--- config.mk ---
export PLATFORM = sky130hd
export DESIGN_NAME = seg_scan_driver_flat
export DESIGN_NICKNAME = d
export VERILOG_FILES = /design/src/rtl/seg_scan_driver_pkg.sv /design/src/rtl/seg_scan_driver_if.sv /design/src/rtl/seg_scan_driver_decoder.sv /design/src/rtl/seg_scan_driver.sv /design/src/flat_wrapper.sv
export SDC_FILE = /design/constraint.sdc
export NUM_CORES = 1
export LEC_CHECK = 0
export CORE_MARGIN = 2
export CORE_UTILIZATION = 55
export DETAILED_ROUTE_END_ITERATION = 8
export GPL_ROUTABILITY_DRIVEN = 0
export MAX_ROUTING_LAYER = met4
export PLACE_DENSITY = 0.78
export SKIP_CTS_REPAIR_TIMING = 1
export SYNTH_ARGS = -nofsm -noshare
export SYNTH_HDL_FRONTEND = slang
export SYNTH_HIERARCHICAL = 1
export SYNTH_SLANG_ARGS = --single-unit
--- constraint.sdc ---
create_clock -name clk -period 3.1 [get_ports clk]
set_input_delay 0.93 -clock clk [delete_from_list [all_inputs] [get_ports clk]]
set_output_delay 0.93 -clock clk [all_outputs]
set_load 0.1 [all_outputs]
--- src/rtl/seg_scan_driver_pkg.sv ---
// seg_pkg: segment encoding constants shared by the scan driver and its decoder
package seg_pkg;
  localparam int SEG_A = 7;
  localparam int SEG_DP = 0;
  localparam logic [7:0] SEG_OFF = 8'h00;
  localparam logic [7:0] SEG_TABLE [16] = '{
    8'hFC, 8'h60, 8'hDA, 8'hF2, 8'h66, 8'hB6, 8'hBE, 8'hE0,
    8'hFE, 8'hF6, 8'hEE, 8'h3E, 8'h9C, 8'h7A, 8'h9E, 8'h8E
  };
endpackage

--- src/rtl/seg_scan_driver_if.sv ---
// seg_scan_driver_if: user-side load port and frame strobe of the scan driver
interface seg_scan_driver_if #(parameter int DIGITS = 8);
  logic load;
  logic [4*DIGITS-1:0] value;
  logic [DIGITS-1:0] dp_mask, blank_mask, blink_mask;
  logic lz_en;
  logic frame_done;
  modport master(output load, value, dp_mask, blank_mask, blink_mask, lz_en, input frame_done);
  modport slave(input load, value, dp_mask, blank_mask, blink_mask, lz_en, output frame_done);
endinterface

--- src/rtl/seg_scan_driver_decoder.sv ---
// seg_decoder: nibble + dp + dark to active-high segment pattern
module seg_decoder
  import seg_pkg::*;
(
    input  logic              nib_dark,
    input  logic [3:0]        nib,
    input  logic              dp,
    output logic [SEG_A:SEG_DP] seg
);
    always_comb seg = nib_dark ? SEG_OFF : SEG_TABLE[nib] | (8'(dp) << SEG_DP);
endmodule

--- src/rtl/seg_scan_driver.sv ---
// seg_scan_driver: double-buffered, time-multiplexed seven-segment scanner
module seg_scan_driver
  import seg_pkg::*;
#(
    parameter int DIGITS       = 8,
    parameter int PRESCALE     = 50000,
    parameter int GUARD        = 1,
    parameter int BLINK_FRAMES = 64,
    parameter bit ACTIVE_LOW   = 1
) (
    input  logic                 clk,
    input  logic                 rst_n,
    seg_scan_driver_if.slave     bus,
    output logic [7:0]           seg_out,
    output logic [DIGITS-1:0]    an_out
);
    localparam int PW = $clog2(PRESCALE);
    localparam int IW = DIGITS > 1 ? $clog2(DIGITS) : 1;
    localparam int BW = BLINK_FRAMES > 1 ? $clog2(BLINK_FRAMES) : 1;
    localparam int CW = 7 * DIGITS + 1;
    // buffer layout {lz_en, blink, blank, dp, value}; reset blanks every digit
    localparam logic [CW-1:0] AC_RST = {1'b0, {DIGITS{1'b0}}, {DIGITS{1'b1}}, {5*DIGITS{1'b0}}};

    logic [PW-1:0]       pcnt;
    logic [IW-1:0]       idx;
    logic [BW-1:0]       bcnt;
    logic                phase, pending, run, dark, slot_end, frame_end, blink_wrap;
    logic [CW-1:0]       sh, ac, in_buf;
    logic [4*DIGITS-1:0] ac_val;
    logic [DIGITS-1:0]   ac_dp, ac_blank, ac_blink, lz_dark, an_c, an_q;
    logic [7:0]          seg_c, seg_q;

    assign in_buf     = {bus.lz_en, bus.blink_mask, bus.blank_mask, bus.dp_mask, bus.value};
    assign ac_val     = ac[4*DIGITS-1:0];
    assign ac_dp      = ac[5*DIGITS-1:4*DIGITS];
    assign ac_blank   = ac[6*DIGITS-1:5*DIGITS];
    assign ac_blink   = ac[7*DIGITS-1:6*DIGITS];
    assign slot_end   = pcnt == PW'(PRESCALE - 1);
    assign frame_end  = slot_end && idx == IW'(DIGITS - 1);
    assign blink_wrap = bcnt == BW'(BLINK_FRAMES - 1);
    assign bus.frame_done = frame_end;

    always_comb begin
        lz_dark = '0;
        run = 1'b1;
        for (int k = DIGITS - 1; k > 0; k--) begin
            run = run & (ac_val[4*k +: 4] == 4'h0);
            lz_dark[k] = run;
        end
        dark = ac_blank[idx] | (ac_blink[idx] & phase) | (ac[7*DIGITS] & lz_dark[idx]);
        an_c = (dark || int'(pcnt) < GUARD) ? '0 : DIGITS'(1) << idx;
    end

    seg_decoder u_dec (
        .nib_dark(dark),
        .nib     (ac_val[{idx, 2'b00} +: 4]),
        .dp      (ac_dp[idx]),
        .seg     (seg_c)
    );

    always_ff @(posedge clk or negedge rst_n) begin
        if (!rst_n) begin
            pcnt    <= '0;
            idx     <= '0;
            bcnt    <= '0;
            phase   <= 1'b0;
            pending <= 1'b0;
            sh      <= '0;
            ac      <= AC_RST;
            seg_q   <= SEG_OFF;
            an_q    <= '0;
        end else begin
            pcnt <= slot_end ? '0 : pcnt + 1'b1;
            if (slot_end) idx <= frame_end ? '0 : idx + 1'b1;
            if (frame_end) begin
                bcnt  <= blink_wrap ? '0 : bcnt + 1'b1;
                phase <= phase ^ blink_wrap;
            end
            if (bus.load) sh <= in_buf;
            // a load landing on the boundary edge bypasses the shadow
            if (frame_end) ac <= bus.load ? in_buf : pending ? sh : ac;
            pending <= frame_end ? 1'b0 : pending | bus.load;
            seg_q   <= seg_c;
            an_q    <= an_c;
        end
    end

    assign seg_out = ACTIVE_LOW ? ~seg_q : seg_q;
    assign an_out  = ACTIVE_LOW ? ~an_q : an_q;
endmodule

--- src/flat_wrapper.sv ---
// flat-port wrapper written by rule: the top's interface ports become plain ports
module seg_scan_driver_flat import seg_pkg::*;
#(
    parameter int DIGITS       = 8,
    parameter int PRESCALE     = 50000,
    parameter int GUARD        = 1,
    parameter int BLINK_FRAMES = 64,
    parameter bit ACTIVE_LOW   = 1
)
  (clk, rst_n, seg_out, an_out, bus_load, bus_value, bus_dp_mask, bus_blank_mask, bus_blink_mask, bus_lz_en, bus_frame_done);
  seg_scan_driver_if #(.DIGITS(DIGITS)) bus_i ();
  input  logic clk;
  input  logic rst_n;
  output logic [7:0] seg_out;
  output logic [DIGITS-1:0] an_out;
  input wire logic [$bits(bus_i.load)-1:0] bus_load;
  input wire logic [$bits(bus_i.value)-1:0] bus_value;
  input wire logic [$bits(bus_i.dp_mask)-1:0] bus_dp_mask;
  input wire logic [$bits(bus_i.blank_mask)-1:0] bus_blank_mask;
  input wire logic [$bits(bus_i.blink_mask)-1:0] bus_blink_mask;
  input wire logic [$bits(bus_i.lz_en)-1:0] bus_lz_en;
  output wire logic [$bits(bus_i.frame_done)-1:0] bus_frame_done;
  assign bus_i.load = bus_load;
  assign bus_i.value = bus_value;
  assign bus_i.dp_mask = bus_dp_mask;
  assign bus_i.blank_mask = bus_blank_mask;
  assign bus_i.blink_mask = bus_blink_mask;
  assign bus_i.lz_en = bus_lz_en;
  assign bus_frame_done = bus_i.frame_done;
  seg_scan_driver #(.DIGITS(DIGITS), .PRESCALE(PRESCALE), .GUARD(GUARD), .BLINK_FRAMES(BLINK_FRAMES), .ACTIVE_LOW(ACTIVE_LOW)) u_core (.clk(clk), .rst_n(rst_n), .bus(bus_i), .seg_out(seg_out), .an_out(an_out));
endmodule
==> reports/metrics.yaml, run 1 <==
setup_path:
  worstRegToRegCells: 7
  r2r-end: "u_core/seg_q[6]$_DFF_PN0_"
  cp.arrival_ps: 2010
  crit_end: "bus_frame_done"
  crit_type: "reg -> out"
  crit_start: "u_core/pcnt[0]$_DFF_PN0_"
  cp_max_fo: 5
  cp-end-kind: "primary output"
  crit_required_ps: 2170
  start_kind: "flop"
  r2r_start: "u_core/idx[0]$_DFFE_PN0P_"
  r2r_setup_slack_ps: 520
die:
  io_pins: 77
  die_w_um: 117.2
  num_rows: 41
  start_util: 0.5604
  dieArea_um2: 13730
  chipHeight_um: 117.2
  placeableCoreArea_um2: 12570
synth:
  synth.top_cells.by_count: "dfrtp_1, mux2_2, mux2_1, inv_1, nand2_1"
  ys_seq_area_frac: 0.5592
  avgSynthCellArea_um2: 13.68
  synth_area_leaders: "dfrtp_1, mux2_2, mux2_1"
  synth_edf_count: 0
  synth.most_common_cell: "dfrtp_1"
  ys_async_sr_fraction: 1.000
  ys.flop_type: "dfrtp_1"
  synth_nets: 590
  yosysTopAreaCell: "dfrtp_1"
  syn_area_um2: 7043
  synth_top_cell_area_share: 0.5294
  synthCells: 515
  ys_types: 54
  synth-seq-cells: 157
  yosysWarningCount: 6
timing:
  fmax_mhz: 340.4
  rsz0062_at_grt: "false"
  fin_crit_sh: 0.9476
  drv_slew: 0
  setup_viol: 0
  worstMarginPinSlew_ps: 782.4
  slew_headroom: 0.4784
  fin_crit_ps: 2938
  final.setup.tns_ps: 0
  finClkSkew_ps: 9.868
  hold_viol: 0
  whs_ps: 455.8
global_routing:
  grt_usage: 0.2276
  grt_max_degree: 59
  antenna_found_initial: 0
  overflow: 0
  grt_pass1_vias: 4606
  grt_pass1_wl_um: 22650
cells_and_area:
  final_net_count: 675
  drive_above_1_share: 0.2969
  n_antenna_cell: 0
  multi_input_area_um2: 2875
  nFillCells: 866
  seqCellArea_um2: 3939
  areaGrowthSynthToFinish_pct: 21.64
drt:
  via_count: 4367
  final_antenna_net_count: 0
  drc: 0
  routedWlPerCell_um: 17.55
  drt_iter0_markers: 206
  totalWireLength_um: 13780
  firstDrtPassIters: 4
  via_per_inst: 5.563
clock_tree:
  cts_num_sinks: 157
  cts_tree: "done"
  clock_path_buffers: 2
  cts_root_buf: "clkbuf_16"
  insertion_delay_ps: 420
  cts.htree.levels: 4
  cts_buffers: 17
  clk_pin_slew_ps: 60
pwr:
  p_comb_frac: 0.090
  ir_worst_vdd_mv: 0.2567
  clkPwrFrac: 0.435
  p_leak_nw: 3.849
  power.density_nw_per_um2: 542.1
  netSwitchingPower_mw: 1.074
  swShare: 0.2312
  p_int_mw: 3.570
  seqPwrFrac: 0.475
place:
  dp_hpwl_um: 9637
  portBuffers: 76
run:
  maxCapViolCount: 0
run_status:
  status: "finished clean"
hold_path:
  hp-class: "in -> async"
[cell usage in the layout (no fill, tap or decap), types with 3 or more instances in the layout]
master,n
dfstp_2,8
a21oi_1,3
buf_4,26
inv_1,29
clkdlybuf4s50_1,57
xor2_1,7
mux4_2,15
nand4_1,5
clkinv_4,6
and4_1,4
and3_1,10
nor2_1,16
buf_12,3
xnor2_1,9
mux2_1,30
clkinv_2,3
nor3_1,10
clkbuf_16,17
a211oi_1,4
nand2_1,29
mux2_2,87
dfrtp_1,149
ha_1,15
nand3_1,8
nor4_1,9
o21ai_0,5
[stage by stage]
step,utilization,worst slack [ps],cell area [um^2],cells,power (mW)
floorplan,-,210.0,7054,515,2.471
global placement,0.6343,594.1,7973,752,2.646
detailed placement,0.6343,499.7,7973,752,2.664
CTS,0.6810,76.90,8559,784,4.701
global route,0.6816,53.15,8567,785,4.826
finish,0.6816,162.4,8567,785,4.644
[per-layer routing]
metal / global-route usage / vias up / share of wire
met3: 0.04531 / 23 / 0.048
met2: 0.3667 / 111 / 0.51
met5: - / - / 0
li1: - / 2029 / -
met4: 0.09333 / 0 / 0.018
met1: 0.2846 / 2204 / 0.43
[worst max-delay path, cell delays in order, from the launching register on]
cell       delay (ps)
dfrtp_1           400
ha_1              230
nand3_1           150
nand4bb_2         300
nor3_4            290
buf_12            210
[registers in the layout, summed over array words and instances (netlist names)]
signal and cells:
u_core/an_q 8, u_core/bcnt 6, u_core/sh 57, u_core/seg_q 8, u_core/phase 1, u_core/idx 3
u_core/ac 57, u_core/pending 1, u_core/pcnt 16
[worst min path at each step]
stage | start | endpoint | slack (ps) | cells after the start
floorplan | u_core/ac[34]$_DFFE_PN0P_ | u_core/ac[34]$_DFFE_PN0P_ | 450 | 1
global placement | u_core/ac[48]$_DFFE_PN0P_ | u_core/ac[48]$_DFFE_PN0P_ | 460 | 1
detailed placement | u_core/ac[39]$_DFFE_PN0P_ | u_core/ac[39]$_DFFE_PN0P_ | 470 | 1
CTS | rst_n | u_core/sh[4]$_DFFE_PN0P_ | 450 | 1
global route | rst_n | u_core/sh[4]$_DFFE_PN0P_ | 480 | 1
finish | rst_n | u_core/sh[4]$_DFFE_PN0P_ | 460 | 1
[cell families after synthesis]
| logic type | Yosys count | synth area share |
|---|---|---|
| AND/OR/NAND/NOR | 105 | 0.08261 |
| buffers and inverters | 51 | 0.03411 |
| multiplexers | 133 | 0.2365 |
| AO/OA/AOI/OAI | 38 | 0.04104 |
| flip-flops | 157 | 0.5592 |
| adder cells (fa/ha/maj) | 15 | 0.02665 |
| XOR/XNOR | 16 | 0.01990 |
[power by group through the flow]
stage / Clock, mW / Sequential (mW) / Combinational, mW
after floorplan: 0 / 2.22 / 0.246
after global placement: 0 / 2.24 / 0.410
after detailed placement: 0 / 2.24 / 0.422
after CTS: 2.07 / 2.21 / 0.427
after global routing: 2.15 / 2.22 / 0.456
final: 2.02 / 2.21 / 0.419
[layout make-up]
cell class,instances,share of cell area
repair buffers,88,0.09829
clock inverters,13,0.01680
inverters,29,0.01271
clock buffers,19,0.05170
flip-flops and latches,157,0.4598
well taps,172,0.02512
multi-input cells,307,0.3356
(Power assumes the default switching activity.)
==> run 2, diff against run 1 <==
--- a/config.mk
+++ b/config.mk
@@ -5,6 +5,7 @@
 export SDC_FILE = /design/constraint.sdc
 export NUM_CORES = 1
 export LEC_CHECK = 0
+export ABC_CLOCK_PERIOD_IN_PS = 3100
 export CORE_MARGIN = 2
 export CORE_UTILIZATION = 55
 export DETAILED_ROUTE_END_ITERATION = 8
==> results of run 2 <==
Final layout, timing and power as in run 1 (identical DEF).
